==> config.mk <==
export PLATFORM = sky130hd
export DESIGN_NAME = top_file_controller
export DESIGN_NICKNAME = d
export VERILOG_FILES = /design/src/rtl/top_file_controller.sv
export SDC_FILE = /design/constraint.sdc
export NUM_CORES = 1
export LEC_CHECK = 0
export BUFFER_PORTS_ARGS = -buffer_cell sky130_fd_sc_hd__buf_4
export CORE_AREA = 2 2 39 41
export DETAILED_ROUTE_END_ITERATION = 12
export DIE_AREA = 0 0 41 43
export HOLD_SLACK_MARGIN = 0.05
export SLEW_MARGIN = 20
export SYNTH_ARGS = -nofsm -noshare
export SYNTH_HDL_FRONTEND = slang
export SYNTH_SLANG_ARGS = --single-unit
==> constraint.sdc <==
create_clock -name clk -period 1.11 [get_ports clk]
set_clock_uncertainty 0.2 [all_clocks]
set_input_delay 0.0555 -clock clk [delete_from_list [all_inputs] [get_ports clk]]
set_output_delay 0.0555 -clock clk [all_outputs]
set_load 0.02 [all_outputs]
==> src/rtl/top_file_controller.sv <==
// Top-level sequencing FSM for the SAT-solver datapath: one pass per start request,
// stepping through fixed phases and decoding a Moore control bundle from the state.
module top_file_controller #(
  parameter int CONTROLLER_SIGNAL_WIDTH = 14
) (
  input  logic                               clk,
  input  logic                               rst,
  input  logic                               start,
  output logic                               done,
  output logic [CONTROLLER_SIGNAL_WIDTH-1:0] control_signal_o
);

  // Field positions within the control bundle
  localparam int CR_WR_EN_BIT      = 13;
  localparam int ATT_SRC_HI        = 12;
  localparam int ATT_SRC_LO        = 11;
  localparam int VT_ADDR_SRC_BIT   = 10;
  localparam int VT_EN_BIT         = 9;
  localparam int VT_WR_EN_BIT      = 8;
  localparam int VFS_WR_EN_HI      = 7;
  localparam int VFS_WR_EN_LO      = 6;
  localparam int CFLB_WR_EN_BIT    = 5;
  localparam int TB_WR_INDEX_HI    = 4;
  localparam int TB_WR_INDEX_LO    = 3;
  localparam int FIFO_WR_EN_BIT    = 2;
  localparam int FIFO_RD_EN_BIT    = 1;
  localparam int UCS_REQUEST_BIT   = 0;

  typedef enum logic [3:0] {
    IDLE                       = 4'd0,
    LOAD                       = 4'd1,
    SELECT_UNSAT_CLAUSES       = 4'd2,
    READ_CLAUSE_TABLE          = 4'd3,
    READ_VARIABLE_TABLE        = 4'd4,
    EVALUATE_CLAUSE            = 4'd5,
    COUNT_UNSAT_CLAUSES        = 4'd6,
    GATHER_UNSAT_CLAUSES       = 4'd7,
    SELECT_UNSAT_CLAUSES_AGAIN = 4'd8,
    DONE                       = 4'd9
  } state_t;

  state_t state_reg;
  state_t state_next;

  logic [CONTROLLER_SIGNAL_WIDTH-1:0] control_next;
  logic                               done_next;

  always_ff @(posedge clk or negedge rst) begin
    if (!rst) begin
      state_reg <= IDLE;
    end else begin
      state_reg <= state_next;
    end
  end

  // Outputs depend only on state_reg, so they settle to zero as soon as reset clears it
  always_comb begin
    state_next   = IDLE;
    control_next = '0;
    done_next    = 1'b0;
    case (state_reg)
      IDLE: begin
        state_next = start ? LOAD : IDLE;
      end
      LOAD: begin
        state_next = SELECT_UNSAT_CLAUSES;
      end
      SELECT_UNSAT_CLAUSES: begin
        control_next[CR_WR_EN_BIT]    = 1'b1;
        control_next[UCS_REQUEST_BIT] = 1'b1;
        state_next                    = READ_CLAUSE_TABLE;
      end
      READ_CLAUSE_TABLE: begin
        control_next[ATT_SRC_HI:ATT_SRC_LO]         = 2'b00;
        control_next[TB_WR_INDEX_HI:TB_WR_INDEX_LO] = 2'b00;
        state_next                                  = READ_VARIABLE_TABLE;
      end
      READ_VARIABLE_TABLE: begin
        control_next[VT_EN_BIT]                     = 1'b1;
        control_next[VT_WR_EN_BIT]                  = 1'b0;
        control_next[VT_ADDR_SRC_BIT]               = 1'b0;
        control_next[TB_WR_INDEX_HI:TB_WR_INDEX_LO] = 2'b01;
        state_next                                  = EVALUATE_CLAUSE;
      end
      EVALUATE_CLAUSE: begin
        control_next[VFS_WR_EN_HI:VFS_WR_EN_LO]     = 2'b01;
        control_next[CFLB_WR_EN_BIT]                = 1'b1;
        control_next[TB_WR_INDEX_HI:TB_WR_INDEX_LO] = 2'b10;
        state_next                                  = COUNT_UNSAT_CLAUSES;
      end
      COUNT_UNSAT_CLAUSES: begin
        state_next = GATHER_UNSAT_CLAUSES;
      end
      GATHER_UNSAT_CLAUSES: begin
        control_next[FIFO_WR_EN_BIT] = 1'b1;
        state_next                   = SELECT_UNSAT_CLAUSES_AGAIN;
      end
      SELECT_UNSAT_CLAUSES_AGAIN: begin
        control_next[FIFO_RD_EN_BIT] = 1'b1;
        state_next                   = DONE;
      end
      DONE: begin
        done_next  = 1'b1;
        state_next = IDLE;
      end
      default: begin
        // Unused codes recover to IDLE with everything deasserted
        state_next = IDLE;
      end
    endcase
  end

  assign control_signal_o = control_next;
  assign done             = done_next;

endmodule

**After elaboration in Yosys (flattened, before gate mapping)**

Index checks and enable logic that the tools add are counted.

- Flip-flop bits (word level): 4
- Output and inout bits: 15
- Bits in read-only memories: 0
- RAM bits: 0
- Memories: 0
- Latch bits: 0

- Reductions and logical operators: 1
- Magnitude comparators: 0
- Bitwise logic cells: 0
- Multipliers: 0
- Equal/unequal tests: 9
- Divide/modulo/power cells: 0
- Add/sub/neg operators: 0
- Shift-type cells: 0
- Muxes and demuxes: 9

Operator list:

| cell | count |
|---|---|
| $pmux W4 S9 | 1 |
| $eq A4 B3 Y1 const B | 4 |
| $eq A4 B2 Y1 const B | 2 |
| $eq A4 B4 Y1 const B | 2 |
| $mux W1 | 5 |
| $eq A4 B1 Y1 const B | 1 |
| $logic_not A4 Y1 | 1 |
| $mux W2 | 2 |
| $pmux W2 S2 | 1 |

**Logic depth before layout (Yosys ltp)**

Gate-level depths: netlist of run 1.

- Depth after elaboration: 2
- Depth in mapped cells: 3
- Gate-level depth less buffers: 2

**Worst setup path after synthesis of run 1**

No wires, ideal clock.

- Path type: register to output
- From: reg state_reg[0]
- To: out control_signal_o[13]
- Cell stages (with the launch flop): 4
- Path slack: -800 ps
- Buffers on the path: 2
- Data arrival time: 1654 ps
- Path through: dfrtp_1 > buf_6 > nor4b_1 > buf_4

- Cells in the longest elaborated chain, start to end: 2

RTL lines:

| element | line | source |
|---|---|---|
| start, declared | 42 | `state_t state_reg;` |
| start signal, assigned | 52 | `state_reg <= state_next;` |
| $eq A4 B2 Y1 | - |  |
| $mux W1 | - |  |
| end, declared | 10 | `output logic [CONTROLLER_SIGNAL_WIDTH-1:0] control_signal_o` |

Every way passes these cells.

**Final worst setup path of run 1**

- From: reg state_reg[1]
- To: out control_signal_o[6]

- Cells in the longest elaborated chain, start to end: 2

RTL lines:

| element | line | source |
|---|---|---|
| $eq A4 B3 Y1 | 61 | `case (state_reg)` |
| $mux W2 | 61 |  |

Every way passes these cells.

==> reports/metrics.yaml, run 1 <==
status: "finished with violations"
violations: "setup timing"
post-place-ws_ns: -0.204
grt_setup_unrepaired: "yes"
synth_area_per_cell_sq_um: 10.3
drt_iter0_drc: 1
drv_slew: 0
layout-drive-gt1-share_pct: 73.5
die_w_um: 41
worstPathCellList: "and4bb_4 -> buf_6"
setup.worst_path.start_class: "flip-flop"
yosys_most_used_dff: "dfrtp_1"
wl_per_cell_um: 12.3
period_needed_ns: 1.48
grt_pass1_wl_um: 1210
grt_max_degree: 9
worstRegToRegCells: 4
synth_edf_count: 0
root_buffer: "clkbuf_4"
grt_pass1_vias: 275
largest_reg_flops: 4
crit_arrival_ns: 1.23
crit_path_max_fanout: 8
clock_sink_count: 4
final_core_util_pct: 41.1
num_io_pins: 18
fin_nets: 54
overflow: 0
ys_types: 18
synth_area_sq_um: 339
worstPathRequired_ns: 0.85
grt_usage_pct: 11.3
synthCells: 33
fmax_ghz: 0.675
hold_depth: 4
hold_viol_final: 0
synth-seq-cells: 4
die-area_sq_mm: 0.00176
die_y_um: 43
core_sq_mm: 0.00138
via_per_inst: 4.34
wl_um: 801
seq_area_frac_synth_pct: 29.5
post_dp_cell_area_sq_um: 423
design_area_sq_um: 569
cpPeakStageDelay_ns: 0.47
ant_nets: 0
worst_setup_path_end_kind: "primary output"
fin_ws_ns: -0.371
area_growth_pct: 67.9
start_util_pct: 24.5
io_buffers: 12
maxCapViolations: 0
dr.pass1.iters: 2
gp_congestion: 0.769
power_uw: 1660
antenna_found_initial: 0
cts_buffer_depth: 2
cts_buffers: 3
crit_type: "flip-flop to primary output"
ir_drop_v: 0.00106
htreeDepth: 1
dpl.hpwl_um: 439
clk_pin_slew_ns: 0.04
fp-row-count: 14
via_count: 282
final_cell_mix: "11 x buf_4, 7 x buf_6, 5 x conb_1"
tritoncts: "done"
insertion_delay_ns: 0.24
crit_slowest_cell: "dfrtp_2"
ys_warn_count: 0
hp-class: "primary input to flip-flop"
fin_crit_sh_pct: 133
layout_commonest_cell: "buf_4"
finalSetupViolCount: 14
async_flop_share_pct: 100
p_leak_uw: 0.000247
power_density_mw_per_mm2: 2920
diodes: 0
remaining_drc_errors: 0
[critical path, delay by kind of cell (launching register included)]
kind          cells  cell delay [ns]
simple gates      1             0.39
flops             1             0.47
buf+inv           1             0.12
[repair_timing]
item,in CTS,in global routing
setup endpoints to repair,14,18
pin swaps,2,7
buffers inserted,3,0
hold buffers,3,1
gates resized for setup,9,8
endpoints found under the hold margin,5,4
[through the flow]
step | TNS, ns | hold slack [ns] | std cells
after floorplan | -1.62 | -0.440 | 37
after detailed placement | -2.00 | -0.347 | 56
final | -4.24 | 0.464 | 65
after global routing | -4.87 | 0.490 | 65
after global placement | -1.90 | -0.348 | 56
after CTS | -4.19 | 0.452 | 65
[logic make-up after synthesis]
group | Yosys count | synth area share, %
compound gates | 3 | 6.64
simple gates | 12 | 32.1
other cells | 1 | 1.11
xor+xnor | 1 | 2.58
buf+inv | 12 | 28.0
flops | 4 | 29.5
[area by class of cell]
class | count | area, sq um
Multi-Input combinational cell | 21 | 230
Clock buffer | 3 | 22.5
Tap cell | 16 | 20.0
Sequential cell | 4 | 105
Timing Repair Buffer | 21 | 191
Fill cell | 134 | 815
[final timing paths]
path	from	endpoint	slack, ns
worst max-delay path	state_reg[1]	control_signal_o[6]	-0.37
worst min-delay path	start	state_reg[0]	0.46
worst max register to register	state_reg[1]	state_reg[2]	-0.25
worst min register to register	state_reg[3]	state_reg[2]	0.52
max in group asynchronous	rst	state_reg[1]	0.10
min in group asynchronous	rst	state_reg[3]	0.49
[power breakdown]
part / switching [uW] / internal, uW / leakage, uW
combinational: 442 / 586 / 0.000188
sequential: 214 / 231 / 0.0000450
clock: 69.3 / 122 / 0.0000138
total: 725 / 939 / 0.000247
[metal layers]
layer  track usage [%]  vias up  share of wire (%)
met5                 0        -                  0
met2              17.2       13                 50
met1              10.6      131                 40
met4              14.0        0                4.5
met3              1.57        4                4.9
li1                  -      134                  -
[Yosys cell counts (2+ instances only)]
master,instances,share of area [%]
dfrtp_1,4,30
buf_4,9,20
buf_6,2,6.6
and4bb_2,2,7.4
nor4b_1,3,7.8
Power figures use the tool's default switching activity.
==> run 2: changes to the inputs <==
--- a/config.mk
+++ b/config.mk
@@ -5,6 +5,7 @@
 export SDC_FILE = /design/constraint.sdc
 export NUM_CORES = 1
 export LEC_CHECK = 0
+export ABC_AREA = 1
 export BUFFER_PORTS_ARGS = -buffer_cell sky130_fd_sc_hd__buf_4
 export CORE_AREA = 2 2 39 41
 export DETAILED_ROUTE_END_ITERATION = 12
==> run 2 against run 1 <==
Compared with the run above: the flow still finishes with violations (setup timing); cell area fell by 10%; synthesized cell count increased by 18%; setup slack improved by 0.028 ns; cell count rose by 18%; area after synthesis down 16%; critical path type unchanged.
==> reports/metrics.yaml, run 2 <==
dr.pass1.iters: 4
synth_edf_count: 0
drv_slew: 0
seq_area_frac_synth_pct: 35.2
largest_reg_flops: 4
wl_um: 643
remaining_drc_errors: 0
power_uw: 1550
post-synth-top-area-fraction_pct: 35.2
wl_per_cell_um: 8.35
violations: "setup timing"
worst_setup_path_end_kind: "primary output"
ys_types: 15
ant_nets: 0
num-fill-cells: 145
grt_pass1_wl_um: 1020
clk_pin_slew_ns: 0.04
cts_buffer_depth: 2
grt_pass1_vias: 280
regArea_sq_um: 101
status: "finished with violations"
via_count: 296
htreeDepth: 1
antenna_found_initial: 0
area_growth_pct: 80.2
setup.worst_path.start_class: "flip-flop"
p_leak_uw: 0.000289
grt_usage_pct: 9.08
overflow: 0
dpl.hpwl_um: 457
multiInputGateArea_sq_um: 154
crit_arrival_ns: 1.20
design_area_sq_um: 512
gp_congestion: 0.718
drt_iter0_drc: 2
synth_area_per_cell_sq_um: 7.28
async_flop_share_pct: 100
crit_path_max_fanout: 4
grt_setup_unrepaired: "yes"
period_needed_ns: 1.45
synth_area_sq_um: 284
clock_sink_count: 4
fin_nets: 66
hp-class: "flip-flop to flip-flop"
final.setup.tns_ns: -3.09
synth.area.top_cells: "dfrtp_1 35%, buf_4 21%, inv_1 9.3%"
fp-row-count: 14
die_w_um: 41
diodes: 0
hold_viol_final: 0
ir_drop_v: 0.00109
io_buffers: 12
final_core_util_pct: 37.0
via_per_inst: 3.84
layout-drive-gt1-share_pct: 60.7
synthCells: 39
power_density_mw_per_mm2: 3030
tritoncts: "done"
yosys.cell_count.top_type: "buf_4"
ys_top_cells_by_count: "8 x buf_4, 7 x inv_1, 4 x dfrtp_1, 3 x nand2_1, 3 x nor2_1"
core_sq_mm: 0.00138
root_buffer: "clkbuf_4"
worstPathRequired_ns: 0.85
yosysTopAreaCell: "dfrtp_1"
post-place-ws_ns: -0.133
cts_buffers: 3
yosys_most_used_dff: "dfrtp_1"
num_io_pins: 18
layout_commonest_cell: "buf_4"
synth-seq-cells: 4
grt_max_degree: 7
start_util_pct: 20.5
post_dp_cell_area_sq_um: 394
final_cell_mix: "19 x buf_4, 5 x inv_1, 5 x conb_1"
maxCapViolations: 0
insertion_delay_ns: 0.23
ys_warn_count: 0
fin_ws_ns: -0.343
die_y_um: 43
crit_type: "flip-flop to primary output"
die-area_sq_mm: 0.00176
fmax_ghz: 0.688
fin_crit_sh_pct: 131
finalSetupViolCount: 14
## run 2: cell count changes after synthesis, moves of 2 or more
cell,previous run,this run
inv_1,0,7
nand2_1,0,3
nor4b_1,3,0
and4bb_2,2,0
buf_6,2,0
nand3_1,0,2
nor2_1,1,3
nor2_2,0,2
o21ai_1,0,2
## run 2: logic make-up (layout without fill, tap and decap cells)
| group | count (synthesis) | in the layout | synth area share [%] |
|---|---|---|---|
| AO/OA/AOI/OAI | 2 | 2 | 3.52 |
| flip-flops | 4 | 4 | 35.2 |
| other | 1 | 5 | 1.32 |
| AND/OR/NAND/NOR | 16 | 16 | 28.2 |
| buffers and inverters | 16 | 34 | 31.7 |
## run 2: worst paths after layout
check | start | endpoint | slack [ns] | cells after the start
worst max register to register | state_reg[1] | state_reg[1] | -0.11 | 4
min in group asynchronous | rst | state_reg[2] | 0.49 | 3
max in group asynchronous | rst | state_reg[1] | 0.11 | 3
worst min-delay path | state_reg[3] | state_reg[1] | 0.31 | 1
worst max-delay path | state_reg[2] | done | -0.34 | 3
worst min register to register | state_reg[3] | state_reg[1] | 0.31 | 1
## run 2: final cells by class
| type | count | area share (%) |
|---|---|---|
| repair buffers | 23 | 35.9 |
| multi-input cells | 23 | 30.1 |
| flip-flops and latches | 4 | 19.8 |
| inverters | 8 | 5.87 |
| clock buffers | 3 | 4.40 |
| well taps | 16 | 3.91 |
## run 2: stage by stage
stage,hold slack [ns],instances
final,0.314,77
after global routing,0.326,77
after CTS,0.315,76
after detailed placement,-0.347,66
after global placement,-0.348,66
after floorplan,-0.440,43
## run 2: report_power, final
part	internal (uW)	switching, uW
sequential	223	117
combinational	505	533
clock	121	54.9
## run 2: routing by layer
layer / up-vias / wire length, um / GRT usage (%)
met3: 2 / 52 / 1.57
met4: 0 / 18 / 10.0
met5: - / 0 / 0
met2: 14 / 322 / 14.4
met1: 129 / 250 / 8.50
li1: 151 / - / -
## run 2: critical path, cell delays in order (launching register included)
cell and delay (ns):
dfrtp_1 0.40, buf_4 0.15, nor4_2 0.24, buf_4 0.18
## run 2: timing repair
| action | CTS | global route |
|---|---|---|
| setup endpoints to repair | 14 | 18 |
| hold endpoints to repair | 5 | 4 |
| buffers inserted | 4 | 1 |
| hold buffers | 3 | 1 |
| resized for setup | 10 | 0 |
| pin swaps | 2 | 0 |
==> run 3: changes to the inputs <==
==> constraint.sdc (replaced) <==
create_clock -name clk -period 1.5 [get_ports clk]
set_clock_uncertainty 0.2 [all_clocks]
set_input_delay 0.075 -clock clk [delete_from_list [all_inputs] [get_ports clk]]
set_output_delay 0.075 -clock clk [all_outputs]
set_load 0.02 [all_outputs]
==> run 3 against run 2 <==
Compared with the run above: the run now ends clean; flip-flop and latch count is the same; global-route usage up 0.38 points; hold slack worse by 0.018 ns; cell area decreased by 16%; non-clock buffer count decreased by 7; first-iteration DRC count decreased by 50%; die area unchanged; wire length decreased by 16%; clock-buffer cell count is the same; utilization fell by 5.8 points; sequential power down 30%; via count is 7.8% lower; critical path type unchanged; highest routed layer unchanged.
==> reports/metrics.yaml, run 3 (synthesized netlist as in run 2, its figures left out) <==
core_sq_mm: 0.00138
clock_sink_count: 4
worstPathRequired_ns: 1.22
grt_setup_unrepaired: "yes"
grt_pass1_vias: 265
via_per_inst: 3.90
gp_congestion: 0.753
remaining_drc_errors: 0
tritoncts: "done"
antenna_found_initial: 0
hold_viol_final: 0
io_buffers: 12
root_buffer: "clkbuf_4"
wl_um: 543
ant_nets: 0
drt_iter0_drc: 1
p_leak_uw: 0.000247
diodes: 0
fmax_ghz: 0.677
final_cell_mix: "12 x buf_4, 6 x inv_1, 5 x conb_1"
crit_path_max_fanout: 4
fin_crit_sh_pct: 98.4
crit_slowest_cell: "dfrtp_1"
hp-class: "flip-flop to flip-flop"
grt_usage_pct: 9.47
finalSetupViolCount: 0
area_growth_pct: 52.0
die_y_um: 43
hold_slack_ns: 0.296
cts_buffers: 3
start_util_pct: 20.5
status: "finished clean"
insertion_delay_ns: 0.24
cpPeakStageDelay_ns: 0.39
cts_buffer_depth: 2
wl_per_cell_um: 7.76
grt_max_degree: 7
num_io_pins: 18
dpl.hpwl_um: 441
die-area_sq_mm: 0.00176
post_dp_cell_area_sq_um: 354
path_delay_family: "flip-flops"
overflow: 0
worstPathCellList: "inv_1 -> nor2_2 -> inv_2 -> nor3_4 -> buf_4"
via_count: 273
final_core_util_pct: 31.2
crit_arrival_ns: 1.20
path_buf_inv: 3
layout_commonest_cell: "buf_4"
setup.worst_path.start_class: "flip-flop"
ir_drop_v: 0.000872
drv_slew: 0
crit_type: "flip-flop to primary output"
power_uw: 910
period_needed_ns: 1.48
clk_pin_slew_ns: 0.04
fin_nets: 59
power_density_mw_per_mm2: 2110
design_area_sq_um: 432
fp-row-count: 14
worst_setup_path_end_kind: "primary output"
layout-drive-gt1-share_pct: 44.4
htreeDepth: 1
dr.pass1.iters: 2
maxCapViolations: 0
largest_reg_flops: 4
grt_pass1_wl_um: 993
die_w_um: 41
run 3: cell types whose count changed in the layout (fill, tap and decap cells not counted), sizes merged:
cell / change
buf: -7
run 3: timing repair:
action,in CTS,in global routing
buffers inserted,0,1
resized for setup,1,4
endpoints found under the setup margin,3,9
hold endpoints to repair,5,0
hold buffers,3,0
cloned,0,0
run 3: cell type report:
cell class | instances | area, sq um
clock buffers | 3 | 22.5
repair buffers | 16 | 131
inverters | 8 | 30.0
multi-input cells | 23 | 126
well taps | 16 | 20.0
fillers | 159 | 952
flip-flops and latches | 4 | 101
run 3: worst reg2reg max path: cells and delay by family (launching register included):
kind | cells | cell delay [ns]
buffers and inverters | 2 | 0.21
flip-flops | 1 | 0.40
AND/OR/NAND/NOR | 3 | 0.22
run 3: per-layer routing:
metal / up-vias / part of all wire, % / GRT usage, %
met5: - / 0 / 0
li1: 137 / - / -
met2: 17 / 42 / 12.2
met3: 4 / 13 / 5.24
met4: 0 / 7.0 / 12.0
met1: 115 / 38 / 8.77
run 3: stage by stage:
stage / setup WS (ns) / instances / setup TNS (ns)
2_1_floorplan: 0.0576 / 43 / 0
3_5_place_dp: 0.247 / 63 / 0
5_1_grt: -0.0655 / 70 / -0.386
3_3_place_gp: 0.257 / 63 / 0
4_1_cts: 0.0156 / 69 / 0
6_report: 0.0239 / 70 / 0
run 3: power by group:
| group | internal (uW) | switching [uW] | total [uW] |
|---|---|---|---|
| clock | 89.5 | 43.8 | 133 |
| sequential | 165 | 74.4 | 239 |
| combinational | 218 | 319 | 537 |
run 3: path summary, 6_finish.rpt:
kind                                   start             endpoint  slack (ns)  cells after the start
worst max-delay path            state_reg[2]  control_signal_o[4]        0.02                      5
worst min-delay path            state_reg[3]         state_reg[1]        0.30                      1
worst max register to register  state_reg[2]         state_reg[0]        0.34                      5
worst min register to register  state_reg[3]         state_reg[1]        0.30                      1
max in group asynchronous                rst         state_reg[1]        0.37                      3
min in group asynchronous                rst         state_reg[2]        0.54                      3
